`src/rtl/spi_master.sv`:
```
// SPI mode-0 master: one DATA_W-bit full-duplex frame per accepted start.
// ss is active-high and all SPI pins are registered.
module spi_master #(
  parameter int CLK_DIV = 4,
  parameter int DATA_W  = 8
) (
  input  logic              clk,
  input  logic              rst,
  input  logic              start,
  input  logic [DATA_W-1:0] tx_data,
  output logic              busy,
  output logic              done,
  output logic [DATA_W-1:0] rx_data,
  output logic              ss,
  output logic              sclk,
  output logic              mosi,
  input  logic              miso
);

  localparam int DW = $clog2(CLK_DIV + 1);
  localparam int BW = $clog2(DATA_W + 1);
  localparam logic [DW-1:0] DIV_MAX = DW'(CLK_DIV - 1);
  localparam logic [BW-1:0] BIT_MAX = BW'(DATA_W);

  typedef enum logic [1:0] {
    IDLE,
    SETUP,
    XFER,
    HOLD
  } state_t;

  state_t            state_q, state_d;
  logic [DW-1:0]     div_q, div_d;
  logic [BW-1:0]     bit_q, bit_d;
  logic [DATA_W-1:0] tx_sr_q, tx_sr_d;
  logic [DATA_W-1:0] rx_sr_q, rx_sr_d;
  logic [DATA_W-1:0] rx_data_q, rx_data_d;
  logic              ss_q, ss_d;
  logic              sclk_q, sclk_d;
  logic              mosi_q, mosi_d;
  logic              busy_q, busy_d;
  logic              done_q, done_d;
  logic              tick;

  assign tick = (div_q == DIV_MAX);

  always_ff @(posedge clk or negedge rst) begin
    if (!rst) begin
      state_q   <= IDLE;
      div_q     <= '0;
      bit_q     <= '0;
      tx_sr_q   <= '0;
      rx_sr_q   <= '0;
      rx_data_q <= '0;
      ss_q      <= 1'b0;
      sclk_q    <= 1'b0;
      mosi_q    <= 1'b0;
      busy_q    <= 1'b0;
      done_q    <= 1'b0;
    end else begin
      state_q   <= state_d;
      div_q     <= div_d;
      bit_q     <= bit_d;
      tx_sr_q   <= tx_sr_d;
      rx_sr_q   <= rx_sr_d;
      rx_data_q <= rx_data_d;
      ss_q      <= ss_d;
      sclk_q    <= sclk_d;
      mosi_q    <= mosi_d;
      busy_q    <= busy_d;
      done_q    <= done_d;
    end
  end

  always_comb begin
    state_d   = state_q;
    div_d     = div_q;
    bit_d     = bit_q;
    tx_sr_d   = tx_sr_q;
    rx_sr_d   = rx_sr_q;
    rx_data_d = rx_data_q;
    ss_d      = ss_q;
    sclk_d    = sclk_q;
    mosi_d    = mosi_q;
    busy_d    = busy_q;
    done_d    = 1'b0;
    unique case (state_q)
      IDLE: begin
        div_d = '0;
        if (start) begin
          tx_sr_d = tx_data;
          rx_sr_d = '0;
          bit_d   = '0;
          ss_d    = 1'b1;
          mosi_d  = tx_data[DATA_W-1];
          busy_d  = 1'b1;
          state_d = SETUP;
        end
      end
      SETUP: begin
        // the edge closing the lead time is the first sclk rise
        if (tick) begin
          div_d   = '0;
          sclk_d  = 1'b1;
          bit_d   = bit_q + 1'b1;
          state_d = XFER;
        end else begin
          div_d = div_q + 1'b1;
        end
      end
      XFER: begin
        if (tick) begin
          div_d  = '0;
          sclk_d = ~sclk_q;
          if (!sclk_q) begin
            bit_d = bit_q + 1'b1;
          end else begin
            rx_sr_d = {rx_sr_q[DATA_W-2:0], miso};
            if (bit_q == BIT_MAX) begin
              state_d = HOLD;
            end else begin
              tx_sr_d = {tx_sr_q[DATA_W-2:0], 1'b0};
              mosi_d  = tx_sr_q[DATA_W-2];
            end
          end
        end else begin
          div_d = div_q + 1'b1;
        end
      end
      HOLD: begin
        if (tick) begin
          div_d     = '0;
          ss_d      = 1'b0;
          mosi_d    = 1'b0;
          busy_d    = 1'b0;
          done_d    = 1'b1;
          rx_data_d = rx_sr_q;
          state_d   = IDLE;
        end else begin
          div_d = div_q + 1'b1;
        end
      end
      default: begin
        state_d = IDLE;
      end
    endcase
  end

  assign busy    = busy_q;
  assign done    = done_q;
  assign rx_data = rx_data_q;
  assign ss      = ss_q;
  assign sclk    = sclk_q;
  assign mosi    = mosi_q;

endmodule
```
`config.mk`:
```
export PLATFORM = sky130hd
export DESIGN_NAME = spi_master
export DESIGN_NICKNAME = d
export VERILOG_FILES = /design/src/rtl/spi_master.sv
export SDC_FILE = /design/constraint.sdc
export NUM_CORES = 1
export LEC_CHECK = 0
export CORE_ASPECT_RATIO = 0.9
export CORE_MARGIN = 2
export CORE_UTILIZATION = 56
export CTS_BUF_LIST = sky130_fd_sc_hd__clkbuf_2 sky130_fd_sc_hd__clkbuf_4 sky130_fd_sc_hd__clkbuf_8
export DETAILED_ROUTE_END_ITERATION = 12
export GPL_TIMING_DRIVEN = 1
export PLACE_DENSITY = 0.85
export SLEW_MARGIN = 10
export SYNTH_ARGS = -nofsm -noshare
export SYNTH_HDL_FRONTEND = slang
export SYNTH_SLANG_ARGS = --single-unit
```
`constraint.sdc`:
```
create_clock -name clk -period 2.39 [get_ports clk]
set_input_delay 0.239 -clock clk [delete_from_list [all_inputs] [get_ports clk]]
set_output_delay 0.239 -clock clk [all_outputs]
set_load 0.1 [all_outputs]
```
# [Yosys cells after proc, flatten, opt, wreduce, memory -nomap -nowiden]
# Cells that the tools add are included.
[word_totals] ff_bits=36 output_inout_bits=13 input_bits=12 elab_cells=77
[classes] eq_ne=13 n_reduce_logical=15 n_addsub=2 mux=36 bitwise_logic=1
[ops] op="7-bit 2-to-1 mux" n=4
[ops] op="8-bit 2-to-1 mux" n=3
[ops] op="4-bit 2-to-1 mux" n=4
[ops] op="2-bit inequality test, second input constant" n=8
[ops] op="8-bit case mux with 2 select lines" n=1
[ops] op="7-bit case mux with 2 select lines" n=1
[ops] op="2-bit 2-to-1 mux" n=6
[ops] op="4-bit case mux with 3 select lines" n=1
[ops] op="6-bit AND reduction" n=2
[ops] op="1-bit 2-to-1 mux" n=10
[ops] op="5-bit AND reduction" n=2
[ops] op="2-bit case mux with 4 select lines" n=1
[ops] op="3-bit case mux with 2 select lines" n=1
[ops] op="3-bit AND reduction" n=2
[ops] op="2-bit nonzero test" n=3
[ops] op="3-bit nonzero test" n=2
[ops] op="4-bit by 1-bit adder with 4-bit output, second input constant" n=1
[ops] op="2-bit == test, second input constant" n=2
[ops] op="4-bit == test, second input constant" n=1
[ops] op="1-bit case mux with 2 select lines" n=2
[ops] op="4-bit AND reduction" n=1
[ops] op="3-bit by 1-bit adder with 3-bit output, second input constant" n=1
[ops] op="3-bit by 2-bit == test with 1-bit output, second input constant" n=1
[ops] op="3-bit 2-to-1 mux" n=1
[ops] op="6 further kinds" n=6

# [Longest topological paths before layout]
[depth] ltp_word=5 depth_mapped=8 ltp_nobuf=6

# [Least setup slack after synthesis]
# Ideal clock, no wire load.
[synth_path] kind="register to register" startpoint="register sclk_q (netlist: sclk)" endpoint="register tx_sr_q[6]" n_path_buf=0 path_stages_with_launch=5 period_less_slack_ns=1.991 slack_ns=0.399 t_required_ns=2.262 setup_ns=0.128 arrival_time_ns=1.863 path_cell_list="dfrtp_1 > nand2b_1 > o211a_1 > o211ai_4 > mux2_1"
[synth_between] elab_chain_cells=2
[synth_lines] element="start, declared" line_no="39" rtl="logic sclk_q, sclk_d;"
[synth_lines] element="start signal, assigned" line_no="68" rtl="sclk_q <= sclk_d;"
[synth_lines] element="2-bit inequality test (no source line)"
[synth_lines] element="5-bit AND reduction (no source line)"
[synth_lines] element="end signal, assigned" line_no="64" rtl="tx_sr_q <= tx_sr_d;"
[synth_lines] element="end, declared" line_no="35" rtl="logic [DATA_W-1:0] tx_sr_q, tx_sr_d;"
# No other way between the ends.
# A chain may end at the register's enable or synchronous reset.

# [Worst setup path in the final report]
[layout_path] startpoint="register state_q[0]" endpoint="register tx_sr_q[0]"
[layout_between] elab_chain_cells=3 word_cells_on_any_way=9 cone_classes="eq/ne: 5; mux: 1; reduce/logical: 3"
[layout_lines] element="start, declared" line_no="32" rtl="state_t state_q, state_d;"
[layout_lines] element="start signal, assigned" line_no="61" rtl="state_q <= state_d;"
[layout_lines] element="2-bit == test / 2-bit logical NOT (equally long branches)" line_no="87" rtl="unique case (state_q)"
[layout_lines] element="2-bit inequality test (no source line) / 2-bit nonzero test (equally long branches)"
[layout_lines] element="5-bit AND reduction (no source line)"
# Parallel ways exist; a longest one is shown, timed or not.

==> flow_summary.yaml <==
pwr:
  combPwrFrac_pct: 3.5
  switching_share_pct: 20.24
  peakVddDrop_mv: 0.4166
  pwr-share-seq_pct: 57.0
  switching_power_w: 0.0002195
  leakagePower_nw: 1.079
  p_int_w: 0.0008649
  pwr-share-clk_pct: 39.5
  power.density_nw_per_um2: 519.0
clock_tree:
  cts_buffers: 5
  root_buffer: "clkbuf_4"
  postCtsSetupBuffers: 0
  htreeDepth: 2
  clockBufferDepth: 2
  cts.sinks: 36
  ctsHoldBuffers: 0
  cts.reportedPaths.clkPinSlew_ps: 110
  cts_resized: 0
  tritoncts: "built"
  worst_skew_pair.late_latency_ps: 340
yosys:
  ys_async_sr_fraction_pct: 100.0
  syn_inst: 155
  syn-mean-instance-area_um2: 11.42
  synthDistinctLibCells: 36
  synth_seq_cells: 36
  syn_area_um2: 1770
  synth_ff_type: "dfrtp_1"
  synth-edff-count: 0
  synth.yosys.seq_area_share_pct: 50.88
  syn-num-nets: 176
  yosys_warnings: 0
detailed_routing:
  drc_errors: 0
  routedWlPerCell_um: 13.75
  drtAntennaViolNets: 0
  dr_total_vias: 1219
  drt_first_pass_iters: 4
  drtIter0Drc: 55
  viasPerCell: 5.394
  wl_um: 3107
critical_path:
  required_ps: 2610
  crit_fanout: 7
  start_kind: "flop"
  reg2regPathDepth: 6
  crit_type: "flop to flop"
  cp_slowest_stage_delay_ps: 420
  critical_path.slowest_cell: "dfrtp_1"
  arrival_ps: 2210
  endpoint_kind: "flop"
  crit_chain: "inv_1 > ha_1 > nand2b_2 > o211a_1 > o211ai_4 > mux2_2"
final_layout:
  final_nets: 204
  drive_gt1_share_pct: 28.26
  area_growth_pct: 18.02
  diodes: 0
grt:
  grt_overflow: 0
  antenna_found_initial: 0
  grt_pass1_vias: 1285
  grt_pass1_wl_um: 5457
  track_usage_pct: 19.85
  grt_max_degree: 37
floorplanning:
  io_pins: 25
  initial_utilization_pct: 58.18
  core_um2: 3043
  die_y_um: 57.34
  rows: 19
  die_w_um: 63.27
  fp.dieArea_um2: 3628
timing:
  finClkSkew_ps: 15.20
  setup_ws_ps: 396.6
  max_clock_freq_ghz: 0.5017
  min_period_over_period_pct: 83.41
  rsz0062_at_grt: "no"
  slew_headroom_pct: 59.74
  fin_setup_tns_ps: 0
  finalHoldViolCount: 0
  tightest_slew_ps: 603.8
  setup_viol: 0
  drv_slew: 0
  period_minus_slack_ps: 1993
min_path:
  holdCritPathClass: "input port to asynchronous set/reset pin"
placed_design:
  dp_hpwl_um: 2276
  gp_congestion: 0.7462
  place_ws_ps: 403.1
  port_buffers: 24
status:
  status: "finished clean"
flow_run:
  cap_violations: 0
cell usage in the layout (no fill, tap or decap), drive strengths merged:
cell and n:
mux2i 1, a31oi 2, nand4b 1, mux2 22
a41oi 1, nor3b 2, nor2b 2, nand2b 2
o2111ai 1, buf 16, o2bb2ai 1, ha 9
or2 1, nand3 3, o211ai 4, nand2 28
o211a 1, or3 1, or4b 1, o21ai 11
nor2 6, dfrtp 36, nand3b 1, inv 6
clkdlybuf4s50 11, a22oi 1, clkbuf 6, bufinv 1
nor3 1, a21oi 3, clkinv 1, or2b 1
final timing paths:
path | from | to | slack, ps
setup / recovery | state_q[0] | tx_sr_q[0] | 400
min in group clk | div_q[0] | div_q[0] | 450
setup reg to reg | state_q[0] | tx_sr_q[0] | 400
hold / removal | rst | bit_q[1] | 300
max in group asynchronous | rst | tx_sr_q[5] | 1770
hold reg to reg | div_q[0] | div_q[0] | 450
routing by layer:
metal	vias up	track usage, %	wire [µm]
li1	590	-	-
met1	592	23.33	1354
met2	28	33.28	1524
met3	9	5.917	156
met4	0	10.56	73
met5	-	0	0
critical path, delay by kind of cell (launching register included):
kind / cells / cell delay, ps
fa+ha+maj: 1 / 380
flops: 1 / 420
simple gates: 1 / 180
compound gates: 2 / 370
buf+inv: 1 / 160
mux: 1 / 370
area by class of cell:
cell class | instances | area (µm²)
fill | 244 | 953.4
sequential | 36 | 900.9
multi-input combinational | 107 | 803.3
timing repair buffer | 27 | 230.2
tap | 42 | 52.55
clock buffer | 6 | 45.04
clock inverter | 2 | 35.03
inverter | 6 | 22.52
registers in the layout, indices dropped and copies added (netlist names):
signal,cells
rx_data,8
busy,1
mosi,1
done,1
div_q,3
state_q,2
rx_sr_q,8
bit_q,4
tx_sr_q,7
sclk,1
cells in the mapped netlist (2+ instances only):
library cell | n | area share, %
dfrtp_1 | 36 | 51
ha_1 | 9 | 6.4
a31oi_1 | 2 | 0.71
o211ai_4 | 2 | 2.4
buf_2 | 2 | 0.57
inv_1 | 6 | 1.3
nand3_1 | 3 | 0.85
mux2_2 | 21 | 13
nor3b_1 | 2 | 0.85
buf_6 | 2 | 1.3
o211ai_1 | 2 | 0.85
o21ai_0 | 11 | 3.1
a21oi_1 | 2 | 0.57
nand2_1 | 28 | 5.9
nor2_1 | 6 | 1.3
per-stage QoR:
| step | util (%) | area (µm²) | hold WS (ps) | cells | total power, W |
|---|---|---|---|---|---|
| floorplan | - | 1770 | -56.59 | 155 | 0.0006350 |
| global placement | 66.04 | 2009 | 430.1 | 218 | 0.0006667 |
| detailed placement | 66.04 | 2009 | 446.7 | 218 | 0.0006685 |
| CTS | 68.67 | 2090 | 314.1 | 226 | 0.001090 |
| global route | 68.67 | 2090 | 343.7 | 226 | 0.001133 |
| finish | 68.67 | 2090 | 297.8 | 226 | 0.001084 |
logic make-up (layout without fill, tap and decap cells):
group           after synthesis  in the layout  share of synthesized area, %
fa+ha+maj                     9              9                         6.361
simple gates                 50             50                         13.50
compound gates               25             25                         10.95
flops                        36             36                         50.88
mux                          23             23                         14.56
buf+inv                      12             41                         3.745
power groups by stage:
stage               combinational, W  sequential (W)  clock (W)
finish                     0.0000379        0.000618   0.000429
global route               0.0000440        0.000619   0.000470
CTS                        0.0000392        0.000618   0.000433
detailed placement         0.0000388        0.000630          0
global placement           0.0000373        0.000629          0
floorplan                 0.00000623        0.000629          0
(Power assumes the default switching activity.)
